### src/rtl/fpu_pkg.sv
// fpu_pkg: shared constants and types for the FPU single-precision
// normalize/round stage.
//   EXP_W, FRAC_W, MANT_W : exponent, stored fraction and extended mantissa widths
//   EXPX_W                : widened exponent used for overflow-free arithmetic
//   BIAS, EXP_MAX         : binary32 exponent bias and all-ones exponent
//   FLAG_*                : bit positions inside the 4-bit flags vector
//   s1_t                  : contents of the normalize-stage pipeline register
package fpu_pkg;

    localparam int EXP_W   = 8;
    localparam int FRAC_W  = 23;
    localparam int MANT_W  = FRAC_W + 5;  // carry, hidden, fraction, guard, round, sticky
    localparam int EXPX_W  = EXP_W + 2;
    localparam int BIAS    = 127;
    localparam int EXP_MAX = 255;

    localparam int FLAG_OVF  = 3;
    localparam int FLAG_UNF  = 2;
    localparam int FLAG_INX  = 1;
    localparam int FLAG_ZERO = 0;

    typedef struct packed {
        logic                     sign;
        logic signed [EXPX_W-1:0] exp;
        logic [MANT_W-1:0]        mant;
        logic                     zero;
        logic                     subnormal;
    } s1_t;

endpackage

### src/rtl/fp_lzc27.sv
// fp_lzc27: combinational 27-bit leading-zero counter.
//   data  : input vector, bit 26 is the most significant
//   count : number of leading zeros (27 when data is all zero)
// The vector is split into four 8-bit chunks, each handled by an 8-to-3
// priority encoder; the first chunk containing a one selects the result.
module fp_lzc27 (
    input  logic [26:0] data,
    output logic [4:0]  count
);

    logic [7:0] chunk [4];
    logic [2:0] pos   [4];
    logic [2:0] hit;

    // The last chunk is padded with ones so it always contains a one and the
    // all-zero input yields 24 + 3 = 27 without a separate invalid path.
    assign chunk[0] = data[26:19];
    assign chunk[1] = data[18:11];
    assign chunk[2] = data[10:3];
    assign chunk[3] = {data[2:0], 5'b11111};

    assign hit[0] = |chunk[0];
    assign hit[1] = |chunk[1];
    assign hit[2] = |chunk[2];

    // 8-to-3 priority encoders: distance of the highest set bit from bit 7.
    always_comb begin
        for (int c = 0; c < 4; c++) begin
            // NOTE: every combinational output gets a default before any
            // conditional update, otherwise synthesis infers a latch.
            pos[c] = 3'd7;
            for (int i = 0; i < 8; i++) begin
                if (chunk[c][i]) begin
                    pos[c] = 3'(7 - i);
                end
            end
        end
    end

    always_comb begin
        if (hit[0]) begin
            count = {2'b00, pos[0]};
        end else if (hit[1]) begin
            count = {2'b01, pos[1]};
        end else if (hit[2]) begin
            count = {2'b10, pos[2]};
        end else begin
            count = {2'b11, pos[3]};
        end
    end

endmodule

### src/rtl/fp_norm_round.sv
// fp_norm_round: two-stage normalize and round-to-nearest-even stage of the
// single-precision add/sub datapath, with a valid/ready handshake.
//   clk, rst           : clock, synchronous active-high reset
//   in_valid/in_ready  : upstream handshake
//   in_sign            : result sign
//   in_exp             : biased exponent referenced to the hidden-bit position
//   in_mant            : [27] carry, [26] hidden, [25:3] fraction, [2] g, [1] r, [0] s
//   out_valid/out_ready: downstream handshake
//   out_result         : packed binary32 result
//   out_flags          : {overflow, underflow, inexact, zero}
// Build option: define FP_FLUSH_DENORM_EN to flush subnormal or underflowing
// results to signed zero; by default results underflow gradually.
module fp_norm_round
    import fpu_pkg::*;
(
    input  logic                      clk,
    input  logic                      rst,
    input  logic                      in_valid,
    output logic                      in_ready,
    input  logic                      in_sign,
    input  logic [EXP_W-1:0]          in_exp,
    input  logic [MANT_W-1:0]         in_mant,
    output logic                      out_valid,
    input  logic                      out_ready,
    output logic [EXP_W+FRAC_W:0]     out_result,
    output logic [3:0]                out_flags
);

    logic             s1_valid;
    s1_t              s1_q;
    s1_t              s1_d;
    logic             s2_ready;

    // Each stage loads when empty or when its contents leave this cycle.
    assign s2_ready = ~out_valid | out_ready;
    assign in_ready = ~s1_valid | s2_ready;

    // ---------------- Stage 1: normalize ----------------
    logic [4:0]        lzc;
    logic [4:0]        shamt;
    logic [EXPX_W-1:0] exp_in;
    logic [EXPX_W-1:0] exp_limit;
    logic [MANT_W-1:0] mant_sh;

    fp_lzc27 u_lzc (
        .data  (in_mant[26:0]),
        .count (lzc)
    );

    assign exp_in    = {2'b00, in_exp};
    assign exp_limit = exp_in - EXPX_W'(1);

    always_comb begin
        s1_d      = '0;
        s1_d.sign = in_sign;
        shamt     = '0;
        mant_sh   = '0;
        if (in_mant == '0) begin
            s1_d.zero = 1'b1;
        end else if (in_mant[MANT_W-1]) begin
            // Carry out of the add: shift right once, folding r and s into sticky.
            s1_d.mant = {1'b0, in_mant[27:3], in_mant[2], in_mant[1] | in_mant[0]};
            s1_d.exp  = exp_in + EXPX_W'(1);
        end else begin
            // Never shift further than exponent 1 allows; anything left over
            // stays subnormal.
            if (in_exp != '0) begin
                if ({{(EXPX_W-5){1'b0}}, lzc} <= exp_limit) begin
                    shamt = lzc;
                end else begin
                    shamt = exp_limit[4:0];
                end
            end
            mant_sh   = {1'b0, in_mant[26:0] << shamt};
            s1_d.mant = mant_sh;
            s1_d.exp  = exp_in - {{(EXPX_W-5){1'b0}}, shamt};
            if (!mant_sh[26]) begin
                s1_d.subnormal = 1'b1;
                s1_d.exp       = '0;
            end
        end
    end

    // NOTE: sequential state is updated with non-blocking assignments so all
    // registers sample the pre-edge values regardless of statement order.
    always_ff @(posedge clk) begin
        if (rst) begin
            s1_valid <= 1'b0;
        end else if (in_ready) begin
            s1_valid <= in_valid;
        end
    end

    // NOTE: the payload register carries no reset; s1_valid alone qualifies it.
    always_ff @(posedge clk) begin
        if (in_ready && in_valid) begin
            s1_q <= s1_d;
        end
    end

    // ---------------- Stage 2: round to nearest even ----------------
    logic              g_bit, r_bit, s_bit, lsb, round_up;
    logic [FRAC_W+1:0] sig;
    logic [EXPX_W-1:0] exp_r;
    logic [EXP_W-1:0]  exp_f;
    logic [FRAC_W-1:0] frac;
    logic              ovf, unf, inx, zf;

    always_comb begin
        lsb      = s1_q.mant[3];
        g_bit    = s1_q.mant[2];
        r_bit    = s1_q.mant[1];
        s_bit    = s1_q.mant[0];
        round_up = g_bit & (r_bit | s_bit | lsb);
        inx      = g_bit | r_bit | s_bit;
        sig      = s1_q.mant[MANT_W-1:3] + {{(FRAC_W+1){1'b0}}, round_up};
        exp_r    = s1_q.exp;
        frac     = sig[FRAC_W-1:0];
        ovf      = 1'b0;
        unf      = 1'b0;
        if (sig[FRAC_W+1]) begin
            // Rounding carried past the hidden bit.
            exp_r = exp_r + EXPX_W'(1);
            frac  = sig[FRAC_W:1];
        end else if (s1_q.subnormal && sig[FRAC_W]) begin
            // Largest subnormal rounded up to the smallest normal.
            exp_r = EXPX_W'(1);
        end
        exp_f = exp_r[EXP_W-1:0];
        if (s1_q.zero) begin
            exp_f = '0;
            frac  = '0;
        end else if (exp_r >= EXPX_W'(EXP_MAX)) begin
            ovf   = 1'b1;
            inx   = 1'b1;
            exp_f = '1;
            frac  = '0;
        end
`ifdef FP_FLUSH_DENORM_EN
        if (exp_f == '0 && (frac != '0 || inx)) begin
            frac = '0;
            unf  = 1'b1;
            inx  = 1'b1;
        end
`else
        unf = (exp_f == '0) && (frac != '0) && inx;
`endif
        zf = ({exp_f, frac} == '0);
    end

    always_ff @(posedge clk) begin
        if (rst) begin
            out_valid  <= 1'b0;
            out_result <= '0;
            out_flags  <= '0;
        end else if (s2_ready) begin
            out_valid <= s1_valid;
            if (s1_valid) begin
                out_result           <= {s1_q.sign, exp_f, frac};
                out_flags[FLAG_OVF]  <= ovf;
                out_flags[FLAG_UNF]  <= unf;
                out_flags[FLAG_INX]  <= inx;
                out_flags[FLAG_ZERO] <= zf;
            end
        end
    end

endmodule

### config.mk
export PLATFORM = sky130hd
export DESIGN_NAME = fp_norm_round
export DESIGN_NICKNAME = d
export VERILOG_FILES = /design/src/rtl/fpu_pkg.sv /design/src/rtl/fp_lzc27.sv /design/src/rtl/fp_norm_round.sv
export SDC_FILE = /design/constraint.sdc
export NUM_CORES = 1
export LEC_CHECK = 0
export CAP_MARGIN = 20
export CELL_PAD_IN_SITES_DETAIL_PLACEMENT = 0
export CELL_PAD_IN_SITES_GLOBAL_PLACEMENT = 1
export CORE_ASPECT_RATIO = 0.6
export CORE_MARGIN = 4
export CORE_UTILIZATION = 25
export CTS_BUF_LIST = sky130_fd_sc_hd__clkbuf_16
export DETAILED_ROUTE_END_ITERATION = 6
export PLACE_DENSITY_LB_ADDON = 0.15
export SKIP_CTS_REPAIR_TIMING = 1
export SYNTH_ARGS = -nofsm -noshare
export SYNTH_HDL_FRONTEND = slang
export SYNTH_SLANG_ARGS = --single-unit
### constraint.sdc
create_clock -name clk -period 9.5 [get_ports clk]
set_clock_uncertainty 0.1 [all_clocks]
set_input_delay 1.9 -clock clk [delete_from_list [all_inputs] [get_ports clk]]
set_output_delay 1.9 -clock clk [all_outputs]
set_load 0.01 [all_outputs]
Word-level counts from Yosys, hierarchy flattened
Cells that the tools add are included.

Shift-type cells: 1. Muxes and demuxes: 46. Order comparisons: 2. Add/subtract/negate cells: 5. Reductions and logical operators: 14. Bitwise logic cells: 10. Divide/modulo/power cells: 0. Equality and inequality tests: 0. $mul: 0.

Operator list (count): 2-to-1 mux 23 bit (3); 2-to-1 mux 38 bit (1); 2-to-1 mux 3 bit (12); zero test 31 bit (1); 2-to-1 mux 10 bit (3); 2-to-1 mux 5 bit (6); zero test 28 bit (1); left shift 27 x 5 -> 27 bit (1); adder 25 x 1 -> 25 bit (1); OR reduction 8 bit (3); nonzero test 23 bit (1); 2-to-1 mux 2 bit (8); 2-to-1 mux 8 bit (2); adder 10 x 1 -> 10 bit (second input constant) (1); greater-or-equal comparator 10 x 8 -> 1 bit (second input constant) (1); <= comparator 5 x 10 -> 1 bit (1); 2-to-1 mux 1 bit (10); adder 8 x 1 -> 9 bit (second input constant) (1); subtractor 8 x 1 -> 9 bit (second input constant) (1); subtractor 8 x 5 -> 9 bit (1); zero test 8 bit (1); nonzero test 8 bit (1); bitwise OR 1 bit (7); logical AND 1 bit (4); 5 further kinds (6).

Bits in latches: 0. Output and inout port bits: 38. Logic and storage cells: 87. Memories: 0. Bits in read-only memories: 0. Flip-flop bits (word level): 79. Bits in writable memories: 0.

Longest topological paths before layout
Gate-level depths: netlist (run 1).

Word-level depth: 18. Depth in mapped cells: 26. Mapped depth without buffers: 23.

Modules after synthesis
Synthesis (run 1) repeated with hierarchy kept, for this count alone.

Cells, all modules: 801. Area, all modules: 6650.1 µm².

Modules (own cells, without submodules): fp_norm_round (cells an instance 754, sequential area each 1961.9 µm², area an instance 6294.8 µm², instances 1); fp_lzc27 (cells an instance 47, sequential area each 0.0 µm², area an instance 355.3 µm², instances 1).

Least setup slack after synthesis (run 1)
Ideal clock, no wire load.

Path kind: input to register. Start point: input port in_mant[8]. End point: register s1_q[37] (netlist name) (data pin). Path buffers: 3. Stages on the path: 24. Data required time: 9140 ps. Arrival time: 6106 ps. Slack: 3034 ps. Setup time: 260 ps. Cells stage by stage: or4_1 -> o21ai_0 -> nand3_1 -> a21oi_1 -> ha_1 -> nor2b_1 -> a221oi_1 -> o21ai_0 -> o211a_1 -> buf_2 -> mux2_2 -> and2_1 -> buf_2 -> inv_2 -> buf_2 -> ha_1 -> o21ai_0 -> nand2b_1 -> a21oi_1 -> o21bai_1 -> or3_1 -> and3_1 -> o32ai_1 -> nand2_1.

Longest elaborated chain between the ends: 14.

Ends and longest elaborated chain: start: declaration (RTL line fp_norm_round.sv:22) `input logic [MANT_W-1:0] in_mant,`; 2-to-1 mux 3 bit (3 in a row) (RTL line fp_lzc27.sv:33) `if (chunk[c][i]) begin`; 2-to-1 mux 4 bit (RTL line fp_lzc27.sv:45) `end else if (hit[2]) begin`; 2-to-1 mux 5 bit (RTL line fp_lzc27.sv:43) `end else if (hit[1]) begin`; 2-to-1 mux 5 bit (RTL line fp_lzc27.sv:41) `if (hit[0]) begin`; <= comparator 5 x 10 -> 1 bit (RTL line fp_norm_round.sv:68) `if ({{(EXPX_W-5){1'b0}}, lzc} <= exp_limit) begin`; 2-to-1 mux 5 bit (RTL line fp_norm_round.sv:68); 2-to-1 mux 5 bit (RTL line fp_norm_round.sv:67) `if (in_exp != '0) begin`; 2-to-1 mux 5 bit (RTL line fp_norm_round.sv:60) `end else if (in_mant[MANT_W-1]) begin`; 2-to-1 mux 5 bit (RTL line fp_norm_round.sv:58) `if (in_mant == '0) begin`; subtractor 8 x 5 -> 9 bit / left shift 27 x 5 -> 27 bit (equally long branches) (RTL line fp_norm_round.sv:76, fp_norm_round.sv:74); 2-to-1 mux 10 bit (RTL line fp_norm_round.sv:77) `if (!mant_sh[26]) begin`; 2-to-1 mux 38 bit (RTL line fp_norm_round.sv:60); end signal: assignment (RTL line fp_norm_round.sv:97) `s1_q <= s1_d;`; end: declaration (RTL line fp_norm_round.sv:30) `s1_t s1_q;`.

Parallel ways exist; a longest one is shown, timed or not. The select of a mux whose other input is x is not followed. A chain may end at the register's enable or synchronous reset.

Worst setup path after layout (run 1)
Start point: input port in_mant[12]. End point: register s1_q[37] (netlist name) (data pin).

Longest elaborated chain between the ends: 17.

Ends and longest elaborated chain (RTL line): 2-to-1 mux 1 bit (fp_lzc27.sv:33); 2-to-1 mux 2 bit (2 in a row) (fp_lzc27.sv:33); 2-to-1 mux 3 bit (4 in a row) (fp_lzc27.sv:33); 2-to-1 mux 5 bit (fp_lzc27.sv:43); 2-to-1 mux 5 bit (fp_lzc27.sv:41); <= comparator 5 x 10 -> 1 bit (fp_norm_round.sv:68); 2-to-1 mux 5 bit (fp_norm_round.sv:68); 2-to-1 mux 5 bit (fp_norm_round.sv:67); 2-to-1 mux 5 bit (fp_norm_round.sv:60); 2-to-1 mux 5 bit (fp_norm_round.sv:58); subtractor 8 x 5 -> 9 bit / left shift 27 x 5 -> 27 bit (equally long branches) (fp_norm_round.sv:76, fp_norm_round.sv:74); 2-to-1 mux 10 bit (fp_norm_round.sv:77); 2-to-1 mux 38 bit (fp_norm_round.sv:60).

Parallel ways exist; a longest one is shown, timed or not. The select of a mux whose other input is x is not followed.

==> results of run 1 <==
[metal layers]
metal | vias up | GRT usage
met1 | 2941 | 0.260
met4 | 0 | 0.0281
met3 | 24 | 0.0379
met2 | 188 | 0.214
li1 | 2909 | -
met5 | - | 0
[placed cells by master, fill, tap and decap left out, drive strengths merged, types with 16 or more instances in the layout]
cell,count
dfxtp,38
nor2,82
a22oi,21
clkdlybuf4s50,78
o21ai,36
mux2i,58
nand3,42
nand2,86
edfxtp,40
ha,16
a21oi,49
inv,25
nor3,29
[worst paths after layout]
| path | endpoint | startpoint | slack (ns) | cells past startpoint |
|---|---|---|---|---|
| setup / recovery | s1_q[37] | in_mant[12] | 1.86 | 23 |
| hold / removal | out_result[8] | out_result[8] | 0.35 | 2 |
| setup reg to reg | out_result[3] | g_bit | 4.98 | 15 |
| hold reg to reg | out_result[8] | out_result[8] | 0.35 | 2 |
[tightest hold or removal path, delay by kind of cell, from the launching register on]
family | cells | cell delay (ns)
simple gates | 1 | 0.05
flops | 1 | 0.31
compound gates | 1 | 0.05
[cells by family (layout without fill, tap and decap cells)]
logic type      after synthesis  after routing  share of synthesized area
buf+inv                      68            127                     0.0514
xor+xnor                     26             26                     0.0359
flops                        78             78                      0.310
mux                          71             71                      0.124
compound gates              179            179                      0.189
fa+ha+maj                    17             17                     0.0348
simple gates                316            316                      0.255
[report_power, final]
group	internal, mW	switching (mW)
Clock	0.226	0.129
Sequential	0.381	0.0212
Combinational	0.105	0.157
Total	0.712	0.307
[sequential cells by signal (all words and copies together) (netlist names)]
name / cells
g_bit: 1
lsb: 1
out_flags: 4
out_result: 32
out_valid: 1
r_bit: 1
s1_q: 37
s1_valid: 1
[per-stage QoR]
stage          instance area [um^2]  cells   util
3_5_place_dp                   7350   1120  0.299
6_report                       7660   1136  0.312
4_1_cts                        7660   1135  0.312
2_1_floorplan                  6330    755      -
5_1_grt                        7660   1136  0.312
3_3_place_gp                   7350   1120  0.299
[area by class of cell]
cell class                      count  area (um^2)
Tap cell                          322          403
Inverter                           24         90.1
Multi-Input combinational cell    609         4050
Clock inverter                      6         80.1
Sequential cell                    78         1960
Clock buffer                        9          225
Timing Repair Buffer               88          856
Fill cell                        2611        16900
==> results.cfg, run 1 <==
[status]
status = finished clean

[drt]
wirelength_um = 22700
postRouteAntennaNets = 0
vias = 6062
first_pass_iters = 5
dr_wl_met2_um = 8950
drt-met1-wl_um = 12100
wl_per_cell_um = 20.0
highest_layer = met4
avgViaCountPerCell = 5.34
wl_met3_um = 1350
drt_iter0_markers = 493
drc = 0

[sta]
drv_slew = 0
hold_slack_ns = 0.349
final_hold_viol_count = 0
fmax_mhz = 131
relSlewSlack = 0.368
tightest_slew_ns = 0.948
period_minus_slack_ns = 7.64
setup_viol = 0
grt_setup_unrepaired = no
fin_ws_ns = 1.86
finalCritPeriodShare = 0.804
tns_ns = 0

[floorplanning]
io_pins = 79
num_rows = 44
core-area_um2 = 24600
start_util = 0.258
die_w_um = 214
die_h_um = 131
dieArea_um2 = 28000

[worst_setup_path]
critPathSlowestCell = o21ai_0
worstPathRequired_ns = 9.48
cpPeakStageDelay_ns = 0.58
cp-start-kind = input pin
cp.buffers_inverters = 4
crit_path_end_kind = flop
cp_max_fo = 25
critPathTopFamily = simple AND/OR/NAND/NOR gates
crit_arrival_ns = 7.62
cp_common_cell = o21ai_0
path_cells = clkdlybuf4s50_1, nor4_1, nand3_1, o21ai_0, inv_1, ha_1, nand3_1, o21ai_0, a21oi_1, o211a_1, mux2_2, and2_1, buf_4, inv_2, ha_1, o21ai_0, nand2b_1, a21oi_1, o21bai_1, or3_1, and3_1, o32ai_1, nand2_1
path_class = input pin to flop

[placed_design]
io_buffers = 78
post-place-ws_ns = 1.62
dp_hpwl_um = 18200
place_congestion = 0.946

[power]
peakVddDrop_uv = 82.9
p_total_mw = 1.02
leakage_nw = 2.97
powerDensity_nw_per_um2 = 133

[logic_synthesis]
yosys_most_used_dff = edfxtp_1
synth_top_area_share = 0.190
synth_nets = 813
syn_area_um2 = 6330
synthTopCellsByArea = edfxtp_1 (19%), dfxtp_1 (12%), mux2i_1 (9.2%)
syn_avg_cell_area_um2 = 8.39
synthCells = 755
ys_top_cells_by_count = nand2_1 (85), nor2_1 (80), mux2i_1 (58)
yosysMostFrequentCell = nand2_1
yosys_warnings = 0
yosysTopAreaCell = edfxtp_1
ys_ff_latch = 78
synth-edff-count = 40
async_reset_ff_frac = 0
synth_cell_type_count = 81
seq_area_frac_synth = 0.310

[grt]
grt_max_degree = 43
gr-total-overflow = 0
antenna_found_initial = 0
track_usage = 0.161
grt_pass1_vias = 5857
grt_pass1_wl_um = 35200

[cells_and_area]
nets = 868
antenna_cells = 0
syn2layout_area_growth_pct = 21.0
drive_above_1_share = 0.0737

[clocking]
cts_root_buf = clkbuf_16
clkTransAtPathRegs_ns = 0.06
cts_buffer_depth = 2
cts_sinks = 78
htreeDepth = 3
cts_tree = built
cts-buffers-inserted = 9
worstSkewPairLatency_ns = 0.34

[min_path]
hold_path.class = flop to flop

[run]
drv_cap = 0
(Power assumes the default switching activity.)
==> inputs of run 2 (changes only) <==
clock period = 7.3 ns   (was 9.5 ns; I/O delays follow)
==> run 2 against run 1 <==
Net effect:
- worst hold slack hardly changed
- global-route usage down 0.40 points
- die area unchanged
- non-clock buffer count rose by 12
- clock power grew 13%
- routed wire length shrank 2.7%
- via count increased by 0.46%
- flip-flop and latch count unchanged
- register-to-register slack worse by 2.2 ns
- count of clock-buffer cells in the layout stayed put
- final area is 0.57% higher
- total power is 24% higher
- critical path type unchanged
- largest cell class unchanged
- highest routed layer unchanged
==> results.cfg, run 2 (synthesis gave the netlist of run 1 again) <==
[grt]
gr-total-overflow = 0
grt_pass1_vias = 5902
grt_max_degree = 43
antenna_found_initial = 0
track_usage = 0.157
grt_pass1_wl_um = 34800

[placed_design]
io_buffers = 78
post-place-ws_ns = 0.300
dp.cells = 1132
place_congestion = 0.910
dp_hpwl_um = 17700
dpl_cell_area_um2 = 7440

[worst_setup_path]
cp.buffers_inverters = 3
cp-start-kind = input pin
crit_arrival_ns = 6.70
crit_path_end_kind = flop
cp_common_cell = o21ai_0
cpPeakStageDelay_ns = 0.57
path_cells = clkdlybuf4s50_1, or4_1, o21ai_0, nand3_1, a21oi_1, ha_1, nor2b_1, a221oi_1, o21ai_0, o211a_1, a21oi_2, nand2_8, inv_1, ha_1, inv_1, fa_1, a21o_1, a21oi_1, o21ai_0, and2_1, o31ai_1, a32oi_1
worstPathRequired_ns = 7.25
critPathSlowestCell = or4_1
cp_max_fo = 27
path_class = input pin to flop
critPathTopFamily = compound AO/OA/AOI/OAI gates
r2r_end = out_result[7]
reg2reg_from = g_bit
regToRegSetupSlack_ns = 2.74
r2r_cells = 15

[floorplanning]
die_h_um = 131
die_w_um = 214
core-area_um2 = 24600
start_util = 0.258
io_pins = 79
num_rows = 44
dieArea_um2 = 28000

[sta]
period_minus_slack_ns = 6.75
setup_viol = 0
drv_slew = 0
tns_ns = 0
hold_slack_ns = 0.349
fmax_mhz = 148
final_hold_viol_count = 0
relSlewSlack = 0.351
fin_ws_ns = 0.549
grt_setup_unrepaired = no
tightest_slew_ns = 0.974
finalCritPeriodShare = 0.925

[power]
p_total_mw = 1.26
leakage_nw = 3.01
peakVddDrop_uv = 81.0
powerDensity_nw_per_um2 = 164

[min_path]
hold_path.class = flop to flop
hold_depth = 2
min-delay-start = out_result[8]
min_to = out_result[8]

[cells_and_area]
top_regs = s1_q: 37 flops, out_result: 32 flops, out_flags: 4 flops
top_register = s1_q
layout_commonest_cell = nand2_1
design_area_um2 = 7710
syn2layout_area_growth_pct = 21.7
final_cell_mix = nand2_1 (85), nor2_1 (80), clkdlybuf4s50_1 (78)
finalNonFillerCells = 1149
largest_reg_flops = 37
drive_above_1_share = 0.0859
nets = 880
finish.utilization = 0.314
antenna_cells = 0

[clocking]
clkTransAtPathRegs_ns = 0.06
cts-buffers-inserted = 9
worstSkewPairLatency_ns = 0.34
cts_root_buf = clkbuf_16
cts_buffer_depth = 2
htreeDepth = 3
cts_sinks = 78
cts_tree = built

[drt]
wl_per_cell_um = 19.2
highest_layer = met4
avgViaCountPerCell = 5.30
drt-met1-wl_um = 11800
postRouteAntennaNets = 0
drt_iter0_markers = 408
first_pass_iters = 5
wl_met3_um = 1410
dr_wl_met2_um = 8790
drc = 0
wirelength_um = 22100
vias = 6090

[run]
drv_cap = 0

[status]
status = finished clean
-- run 2: area by class of cell --
type	count	area (um^2)
fillers	2609	16800
multi-input cells	609	4050
flip-flops and latches	78	1960
repair buffers	100	946
well taps	322	403
clock buffers	9	225
inverters	24	90.1
clock inverters	7	33.8
-- run 2: worst max path at each step --
stage / start / to / slack (ns) / cells after the start
after floorplan: in_mant[8] / s1_q[37] / 1.27 / 24
after global placement: in_mant[7] / s1_q[37] / 0.40 / 21
after detailed placement: in_mant[10] / s1_q[36] / 0.30 / 22
after CTS: in_mant[10] / s1_q[36] / 0.63 / 22
after global routing: in_mant[11] / s1_q[36] / 0.01 / 22
final: in_mant[10] / s1_q[36] / 0.55 / 22
-- run 2: worst register-to-register path: cells and delay by family, from the launching register on --
kind / cells / cell delay (ns)
AOI/OAI and AO/OA: 3 / 0.67
DFF: 1 / 0.38
adders and majority gates: 1 / 0.19
buffers and inverters: 2 / 0.53
and+or+nand+nor: 9 / 2.62
-- run 2: layer usage --
layer,vias to the layer above,GRT usage
met2,150,0.213
li1,2937,-
met1,2992,0.251
met3,11,0.0417
met5,-,0
met4,0,0.0171
-- run 2: power breakdown --
group,switching [mW],internal (mW)
registers,0.0264,0.495
clock network,0.175,0.225
logic,0.201,0.142
==> inputs of run 3 (changes only) <==
--- a/config.mk
+++ b/config.mk
@@ -16,2 +16,3 @@
 export PLACE_DENSITY_LB_ADDON = 0.15
+export REMOVE_ABC_BUFFERS = 1
 export SKIP_CTS_REPAIR_TIMING = 1
--- a/constraint.sdc
+++ b/constraint.sdc
@@ -4,2 +4,2 @@
 set_output_delay 1.46 -clock clk [all_outputs]
-set_load 0.01 [all_outputs]
+set_load 0.005 [all_outputs]
==> run 3 against run 2 <==
Net effect:
- total power grew 6.9%
- sequential share of layout area shrank 0.23 points
- global-route usage shrank 0.14 points
- setup slack lost 0.062 ns
- critical endpoint unchanged
- largest power group unchanged
- highest routed layer unchanged
==> results.cfg, run 3 (synthesis gave the netlist of run 1 again) <==
[status]
status = finished clean

[placed_design]
io_buffers = 78
dp_hpwl_um = 17400
place_congestion = 0.879
dpl_cell_area_um2 = 7440

[worst_setup_path]
crit_arrival_ns = 6.78
regToRegSetupSlack_ns = 2.52
crit_path_end_kind = flop
worstPathRequired_ns = 7.26
r2r_cells = 13
r2r_end = out_result[7]
path_class = input pin to flop
reg2reg_from = g_bit
cp_max_fo = 27
cp-start-kind = input pin

[drt]
avgViaCountPerCell = 5.24
first_pass_iters = 4
postRouteAntennaNets = 0
vias = 6023
drt_iter0_markers = 407
wirelength_um = 21700
drc = 0
wl_per_cell_um = 18.9

[cells_and_area]
top_regs = s1_q: 37 flops, out_result: 32 flops, out_flags: 4 flops
drive_above_1_share = 0.0895
syn2layout_area_growth_pct = 22.8
final_cell_mix = nand2_1 (85), nor2_1 (80), clkdlybuf4s50_1 (78)
n_fill_cell = 2597
layout_commonest_cell = nand2_1
design_area_um2 = 7780
largest_reg_flops = 37
antenna_cells = 0
top_register = s1_q
nets = 880

[sta]
tightest_slew_ns = 0.782
finalCritPeriodShare = 0.933
relSlewSlack = 0.478
fmax_mhz = 147
final_hold_viol_count = 0
grt_setup_unrepaired = no
drv_slew = 0
tns_ns = 0
setup_viol = 0
period_minus_slack_ns = 6.81

[min_path]
min-delay-start = out_result[16]
min_to = out_result[16]
hold_depth = 2
hold_path.class = flop to flop

[floorplanning]
die_w_um = 214
num_rows = 44
io_pins = 79
core-area_um2 = 24600
start_util = 0.258
die_h_um = 131
dieArea_um2 = 28000

[run]
drv_cap = 0

[clocking]
cts-buffers-inserted = 9
clkTransAtPathRegs_ns = 0.07
cts_tree = built
cts_root_buf = clkbuf_16
htreeDepth = 3
worstSkewPairLatency_ns = 0.34
cts_buffer_depth = 2
cts_sinks = 78

[power]
peakVddDrop_uv = 84.8
powerDensity_nw_per_um2 = 174
leakage_nw = 3.03

[grt]
track_usage = 0.155
grt_pass1_vias = 5849
grt_max_degree = 43
antenna_found_initial = 0
gr-total-overflow = 0
grt_pass1_wl_um = 34400
## run 3: metrics by stage
stage	worst slack (ns)	power, mW	hold WS (ns)	util	std cells
after CTS	0.572	1.36	0.356	0.316	1148
final	0.487	1.35	0.352	0.317	1149
after floorplan	0.495	0.719	0.342	-	711
after global routing	0.161	1.42	0.381	0.317	1149
after global placement	0.352	0.862	0.346	0.303	1132
after detailed placement	0.237	0.863	0.347	0.303	1132
## run 3: area by class of cell
type	count	area, um^2	share of cell area
clock buffers	9	225	0.0289
repair buffers	100	950	0.122
clock inverters	7	103	0.0132
multi-input cells	609	4050	0.520
flip-flops and latches	78	1960	0.252
inverters	24	90.1	0.0116
well taps	322	403	0.0518
## run 3: critical path, cell delays in order
cell,delay [ns]
clkdlybuf4s50_1,0.56
or4_1,0.60
o21ai_0,0.24
nand3_1,0.15
a21oi_1,0.35
ha_1,0.33
nor2b_1,0.14
a221oi_1,0.25
o21ai_0,0.15
o211a_1,0.28
a21oi_2,0.38
nand2_8,0.22
inv_1,0.15
ha_1,0.15
inv_1,0.05
fa_1,0.40
a21o_1,0.20
a21oi_1,0.22
o21ai_0,0.13
and2_1,0.17
o31ai_1,0.06
a32oi_1,0.13
## run 3: power breakdown
part           switching [mW]  total, mW  internal (mW)
Sequential             0.0268      0.522          0.495
Combinational           0.194      0.336          0.142
Clock                   0.190      0.494          0.304
Total                   0.411       1.35          0.940
## run 3: routing by layer
metal  vias to the layer above  wire length [um]  track usage  part of all wire
met3                        17              1330       0.0472             0.061
li1                       2941                 -            -                 -
met4                         0               156       0.0213            0.0072
met2                       151              8510        0.211              0.39
met5                         -                 0            0                 0
met1                      2914             11700        0.243              0.54
## run 3: worst max-delay path by stage
stage / from / end / slack [ns] / depth (start not counted)
after global routing: in_mant[10] / s1_q[37] / 0.16 / 23
after global placement: in_mant[10] / s1_q[36] / 0.35 / 22
after CTS: in_mant[10] / s1_q[36] / 0.57 / 22
after floorplan: in_mant[8] / s1_q[37] / 0.50 / 22
after detailed placement: in_mant[10] / s1_q[36] / 0.24 / 22
final: in_mant[10] / s1_q[36] / 0.49 / 22
